## config.mk

```make
export PLATFORM = sky130hd
export DESIGN_NAME = cnn_job_sequencer
export DESIGN_NICKNAME = d
export VERILOG_FILES = /design/src/rtl/cnn_job_sequencer.sv
export SDC_FILE = /design/constraint.sdc
export NUM_CORES = 1
export LEC_CHECK = 0
export ABC_AREA = 1
export BUFFER_PORTS_ARGS = -buffer_cell sky130_fd_sc_hd__buf_4
export CAP_MARGIN = 20
export CORE_ASPECT_RATIO = 1.2
export CORE_MARGIN = 1
export CORE_UTILIZATION = 53
export DETAILED_ROUTE_END_ITERATION = 12
export MAX_ROUTING_LAYER = met4
export PLACE_DENSITY_LB_ADDON = 0.25
export SLEW_MARGIN = 15
export SYNTH_ARGS = -nofsm -noshare
export SYNTH_HDL_FRONTEND = slang
export SYNTH_SLANG_ARGS = --single-unit
```

## constraint.sdc

```tcl
create_clock -name clk -period 1.67 [get_ports clk]
set_input_delay 0.2505 -clock clk [delete_from_list [all_inputs] [get_ports clk]]
set_output_delay 0.2505 -clock clk [all_outputs]
set_load 0.05 [all_outputs]
```

## src/rtl/cnn_job_sequencer.sv

```systemverilog
// Host-side job controller for cnn_top: streams operands into the conv/dense BRAMs,
// pulses start, waits for done (with timeout) and returns the class over valid/ready.
module cnn_job_sequencer #(
   parameter int unsigned WORD_W         = 8,
   parameter int unsigned CONV_ADDR_W    = 4,
   parameter int unsigned DENSE_ADDR_W   = 5,
   parameter int unsigned DATA_WORDS     = 8,
   parameter int unsigned CONV_W_WORDS   = 3,
   parameter int unsigned DENSE_W_WORDS  = 18,
   parameter int unsigned TIMEOUT_CYCLES = 1024
) (
   input  logic                    clk,
   input  logic                    rst_n,
   input  logic                    cmd_valid,
   output logic                    cmd_ready,
   input  logic [1:0]              cmd_mode,
   input  logic                    s_valid,
   output logic                    s_ready,
   input  logic [WORD_W-1:0]       s_data,
   output logic                    data_bram_wen,
   output logic [CONV_ADDR_W-1:0]  data_bram_addr,
   output logic [WORD_W-1:0]       data_bram_din,
   output logic                    weight_bram_wen,
   output logic [CONV_ADDR_W-1:0]  weight_bram_addr,
   output logic [WORD_W-1:0]       weight_bram_din,
   output logic                    dense_w_bram_wen,
   output logic [DENSE_ADDR_W-1:0] dense_w_bram_addr,
   output logic [WORD_W-1:0]       dense_w_bram_din,
   output logic                    cnn_start,
   input  logic                    cnn_done,
   input  logic [1:0]              cnn_class,
   output logic                    res_valid,
   input  logic                    res_ready,
   output logic [1:0]              res_class,
   output logic                    res_timeout,
   output logic                    busy
);

   localparam int unsigned CntW = DENSE_ADDR_W;
   localparam int unsigned TmoW = $clog2(TIMEOUT_CYCLES + 1);

   typedef enum logic [3:0] {
      StIdle, StLoadData, StLoadCw, StLoadDw, StDrain, StStart, StWaitDone, StSettle, StResult
   } state_e;

   state_e state_q, state_d;

   logic                    dense_mode_q;
   logic [CntW-1:0]         cnt_q;
   logic [TmoW-1:0]         tmo_q;
   logic                    data_wen_q, weight_wen_q, dense_wen_q;
   logic [CONV_ADDR_W-1:0]  data_addr_q, weight_addr_q;
   logic [DENSE_ADDR_W-1:0] dense_addr_q;
   logic [WORD_W-1:0]       data_din_q, weight_din_q, dense_din_q;
   logic [1:0]              res_class_q;
   logic                    res_timeout_q;

   logic cmd_accept, beat, seg_last, tmo_last;

   assign cmd_accept = cmd_valid & cmd_ready;
   assign beat       = s_valid & s_ready;
   assign tmo_last   = (tmo_q == TmoW'(TIMEOUT_CYCLES - 1));

   // Last beat of the segment currently being loaded; counter clears here, so it never wraps.
   always_comb begin
      seg_last = 1'b0;
      unique case (state_q)
         StLoadData: seg_last = (cnt_q == CntW'(DATA_WORDS - 1));
         StLoadCw:   seg_last = (cnt_q == CntW'(CONV_W_WORDS - 1));
         StLoadDw:   seg_last = (cnt_q == CntW'(DENSE_W_WORDS - 1));
         default:    ;
      endcase
   end

   always_ff @(posedge clk) begin
      if (!rst_n) begin
         state_q <= StIdle;
      end else begin
         state_q <= state_d;
      end
   end

   always_comb begin
      state_d = state_q;
      unique case (state_q)
         StIdle: begin
            if (cmd_accept) begin
               if (cmd_mode[0])      state_d = StLoadData;
               else if (cmd_mode[1]) state_d = StLoadDw;
               else                  state_d = StStart;
            end
         end
         StLoadData: if (beat && seg_last) state_d = StLoadCw;
         StLoadCw:   if (beat && seg_last) state_d = dense_mode_q ? StLoadDw : StDrain;
         StLoadDw:   if (beat && seg_last) state_d = StDrain;
         StDrain:    state_d = StStart;
         StStart:    state_d = StWaitDone;
         StWaitDone: begin
            if (cnn_done)      state_d = StSettle;
            else if (tmo_last) state_d = StResult;
         end
         StSettle:   state_d = StResult;
         StResult:   if (res_ready) state_d = StIdle;
         default:    state_d = StIdle;
      endcase
   end

   // cmd_ready stays low while reset is still asserted.
   always_comb begin
      cmd_ready = 1'b0;
      s_ready   = 1'b0;
      cnn_start = 1'b0;
      res_valid = 1'b0;
      busy      = 1'b1;
      unique case (state_q)
         StIdle: begin
            cmd_ready = rst_n;
            busy      = 1'b0;
         end
         StLoadData, StLoadCw, StLoadDw: s_ready = 1'b1;
         StStart:  cnn_start = 1'b1;
         StResult: res_valid = 1'b1;
         default:  ;
      endcase
   end

   always_ff @(posedge clk) begin
      if (!rst_n) begin
         dense_mode_q  <= 1'b0;
         cnt_q         <= '0;
         tmo_q         <= '0;
         data_wen_q    <= 1'b0;
         data_addr_q   <= '0;
         data_din_q    <= '0;
         weight_wen_q  <= 1'b0;
         weight_addr_q <= '0;
         weight_din_q  <= '0;
         dense_wen_q   <= 1'b0;
         dense_addr_q  <= '0;
         dense_din_q   <= '0;
         res_class_q   <= '0;
         res_timeout_q <= 1'b0;
      end else begin
         data_wen_q   <= 1'b0;
         weight_wen_q <= 1'b0;
         dense_wen_q  <= 1'b0;
         if (cmd_accept) begin
            dense_mode_q <= cmd_mode[1];
            cnt_q        <= '0;
         end
         if (beat) begin
            cnt_q <= seg_last ? '0 : cnt_q + 1'b1;
            if (state_q == StLoadData) begin
               data_wen_q  <= 1'b1;
               data_addr_q <= cnt_q[CONV_ADDR_W-1:0];
               data_din_q  <= s_data;
            end else if (state_q == StLoadCw) begin
               weight_wen_q  <= 1'b1;
               weight_addr_q <= cnt_q[CONV_ADDR_W-1:0];
               weight_din_q  <= s_data;
            end else begin
               dense_wen_q  <= 1'b1;
               dense_addr_q <= cnt_q;
               dense_din_q  <= s_data;
            end
         end
         if (state_q == StStart) begin
            tmo_q <= '0;
         end else if (state_q == StWaitDone) begin
            tmo_q <= tmo_q + 1'b1;
         end
         if (state_q == StWaitDone && !cnn_done && tmo_last) begin
            res_timeout_q <= 1'b1;
            res_class_q   <= '0;
         end
         // Class is sampled one cycle after done.
         if (state_q == StSettle) begin
            res_class_q   <= cnn_class;
            res_timeout_q <= 1'b0;
         end
      end
   end

   assign data_bram_wen     = data_wen_q;
   assign data_bram_addr    = data_addr_q;
   assign data_bram_din     = data_din_q;
   assign weight_bram_wen   = weight_wen_q;
   assign weight_bram_addr  = weight_addr_q;
   assign weight_bram_din   = weight_din_q;
   assign dense_w_bram_wen  = dense_wen_q;
   assign dense_w_bram_addr = dense_addr_q;
   assign dense_w_bram_din  = dense_din_q;
   assign res_class         = res_class_q;
   assign res_timeout       = res_timeout_q;

endmodule
```

==> metrics <==
outcome finished clean; Overall Global Routing Usage 0.272; Detailed Place HPWL 4790 um; sequential share of the synthesized area 0.462; share of layout cells above drive strength 1 0.315; CP startpoint kind flop; starting density of the core 0.557; Synth Instances 356; worst setup margin 0.0460 ns; share of the synthesized area in the top cell type 0.462; max cap viols 0; max incr delay on CP 0.38 ns; period utilization 0.972; DRC 0; clock-pin slew on the worst setup and hold paths 0.07 ns; CP max-delay cell dfxtp_4; RSZ-0062 raised after global routing true; final setup fails 0; clock tree from TritonCTS built; worst reg2reg path endpoint state_q[0]; final hold viol count 0; Critical Path End Type output pin; first-pass GRT wire length 10900 um; Finished Layout Cells 495; Slew Limit Headroom 0.698; core area 0.00497 mm2; chip height 81.2 um; via density per instance 5.31; crit path launch state_q[3]; drt total wl 6620 um; worst min path class input pin to flop; average size of a mapped cell 7.78 um2; number of port buffers 65; Syn Nets 376; r2r setup slk 0.08 ns; hold path cells 3; io pins 66; first-pass detailed-route iteration total 4; flops & latches, synth 64; Syn-to-layout area delta 32.7%; Slew Limit Fails 0; Worst Skew 0.00434 ns; cells along the critical path inv_2 > nand2_1 > inv_2 > nand3_2 > inv_1 > buf_6; leading area contributor after synthesis dfxtp_1; # diodes 0; register area 0.00130 mm2; most used cell, CP inv_2; Worst EP required 1.42 ns; WHS Endpoint res_class[1]; die width 68.0 um; slew of the pin with the lowest slew margin 0.452 ns; Iter 0 DRT Violations 160; largest cells by area after synthesis dfxtp_1, a21oi_1, nand2_1; Min Clock Period, post-route 1.62 ns; post-synthesis cell type count 34; H-tree levels 3; Final #Nets 450; mapped cell area 0.00277 mm2; CTS max path bufs 2; Placement Setup Slack -0.00790 ns; total power 5.48 mW; Max Freq 616 MHz; PwrDens 1490 mW/mm2; area of the multi-input gates 0.00133 mm2; CTS Buf Count 9; HP Start cnn_class[1]; kind of critical path flop to output pin; detail-routed net length per standard cell 13.4 um; cells on worst reg2reg path 11; critical path arrival 1.37 ns; fin util 0.739; YS warnings 0; row count 28; CTS Sinks 64; VDD IR max 0.00110 V; global placement routability congestion 0.843; CTS root buf clkbuf_8; Crit Path Max Fanout 4; largest net degree at the start of global routing 33; gr ovfl total 0; initial antenna violation count 0; routed vias 2629; worst skew pair latency 0.34 ns; die area 0.00552 mm2; Filler Cell Count 395; # hold bufs at CTS 0; Antenna Violating Nets Remaining 0; Setup TNS 0 ns; # placed instances 475; Critical R2R Launch state_q[2]; Leak 1.60 nW; vias in the first global route 2499
[cell usage in the layout (no fill, tap or decap), types with 2 or more instances in the layout]
cell,synthesis,routed
nor2_4,6,8
nand3_2,2,4
dfxtp_4,0,4
nand3_1,31,29
buf_6,0,2
nor3_1,9,8
nor3_4,1,2
nand4_1,2,2
buf_4,2,71
clkbuf_8,0,10
a31oi_1,2,2
nor4_1,2,2
clkinvlp_4,0,2
o21ai_1,8,8
nand2_2,6,9
nor2_1,22,20
dfxtp_1,64,59
ha_1,2,2
nand2_4,4,3
nand2_1,54,51
inv_2,6,7
a21oi_1,51,51
inv_1,34,33
buf_12,0,2
bufinv_16,0,2
xor2_1,5,5
nor2_2,2,3
o21ai_0,20,20
[cell usage after synthesis (all sizes together)]
| library cell | instances |
|---|---|
| clkinv | 1 |
| inv | 40 |
| or2 | 1 |
| and3 | 1 |
| nor4 | 3 |
| a31oi | 2 |
| nor3b | 1 |
| nor2 | 31 |
| a21oi | 52 |
| nor3 | 11 |
| nand3 | 33 |
| nand4 | 2 |
| xor2 | 5 |
| ha | 2 |
| clkbuf | 6 |
| a211oi | 1 |
| o21ai | 28 |
| buf | 7 |
| nand2 | 64 |
| o2111ai | 1 |
| dfxtp | 64 |
[sequential cells by signal, indices dropped and copies added, names as in the netlist]
name / flops
res_timeout: 1
cnt_q: 5
dense_mode_q: 1
data_bram_wen: 1
weight_bram_din: 8
data_bram_addr: 4
dense_w_bram_addr: 5
tmo_q: 11
res_class: 2
state_q: 4
dense_w_bram_din: 8
data_bram_din: 8
weight_bram_addr: 4
dense_w_bram_wen: 1
weight_bram_wen: 1
[critical path: cells and delay by family (launching register included)]
| family | cells | cell delay [ns] |
|---|---|---|
| AND/OR/NAND/NOR | 2 | 0.20 |
| buffers and inverters | 4 | 0.43 |
| flip-flops | 1 | 0.38 |
[cells by family after synthesis]
kind of cell | count (synthesis) | synth area share
AND/OR/NAND/NOR | 147 | 0.279
AO/OA/AOI/OAI | 84 | 0.156
flip-flops | 64 | 0.462
buffers and inverters | 54 | 0.0781
XOR/XNOR | 5 | 0.0158
adder cells (fa/ha/maj) | 2 | 0.00903
[repair_timing]
| item | in CTS | in global routing |
|---|---|---|
| resized for setup | 3 | 15 |
| endpoints found under the setup margin | 3 | 6 |
| cloned | 0 | 1 |
| pin swaps | 0 | 11 |
| buffers inserted | 0 | 3 |
[how the worst max path moves through the flow]
stage                     cells past startpoint         end
after global routing                          6   cnn_start
after floorplan                              10  state_q[2]
final                                         6   cnn_start
after global placement                       11  state_q[1]
after CTS                                     5     s_ready
after detailed placement                     12  state_q[0]
[report_power, final]
part | total [mW] | internal [mW] | switching (mW)
registers | 1.90 | 1.73 | 0.174
logic | 2.10 | 0.678 | 1.43
clock network | 1.48 | 0.878 | 0.600
[through the flow]
step / instance area, um2 / hold slack, ns
2_1_floorplan: 2800 / 0.398
3_3_place_gp: 3380 / 0.451
3_5_place_dp: 3380 / 0.456
4_1_cts: 3610 / 0.165
5_1_grt: 3680 / 0.183
6_report: 3680 / 0.170
[metal layers]
layer / global-route usage / share of wire / up-vias
met3: 0.0632 / 0.057 / 16
met2: 0.442 / 0.51 / 77
li1: - / - / 1331
met4: 0.125 / 0.021 / 0
met5: - / 0 / -
met1: 0.311 / 0.41 / 1205
[layout make-up]
cell class,count,area share
timing repair buffer,75,0.162
tap,60,0.0204
sequential,64,0.353
inverter,41,0.0425
clock buffer,11,0.0384
clock inverter,5,0.0218
multi-input combinational,239,0.362
Note: power is estimated with default switching activity, not from simulation.
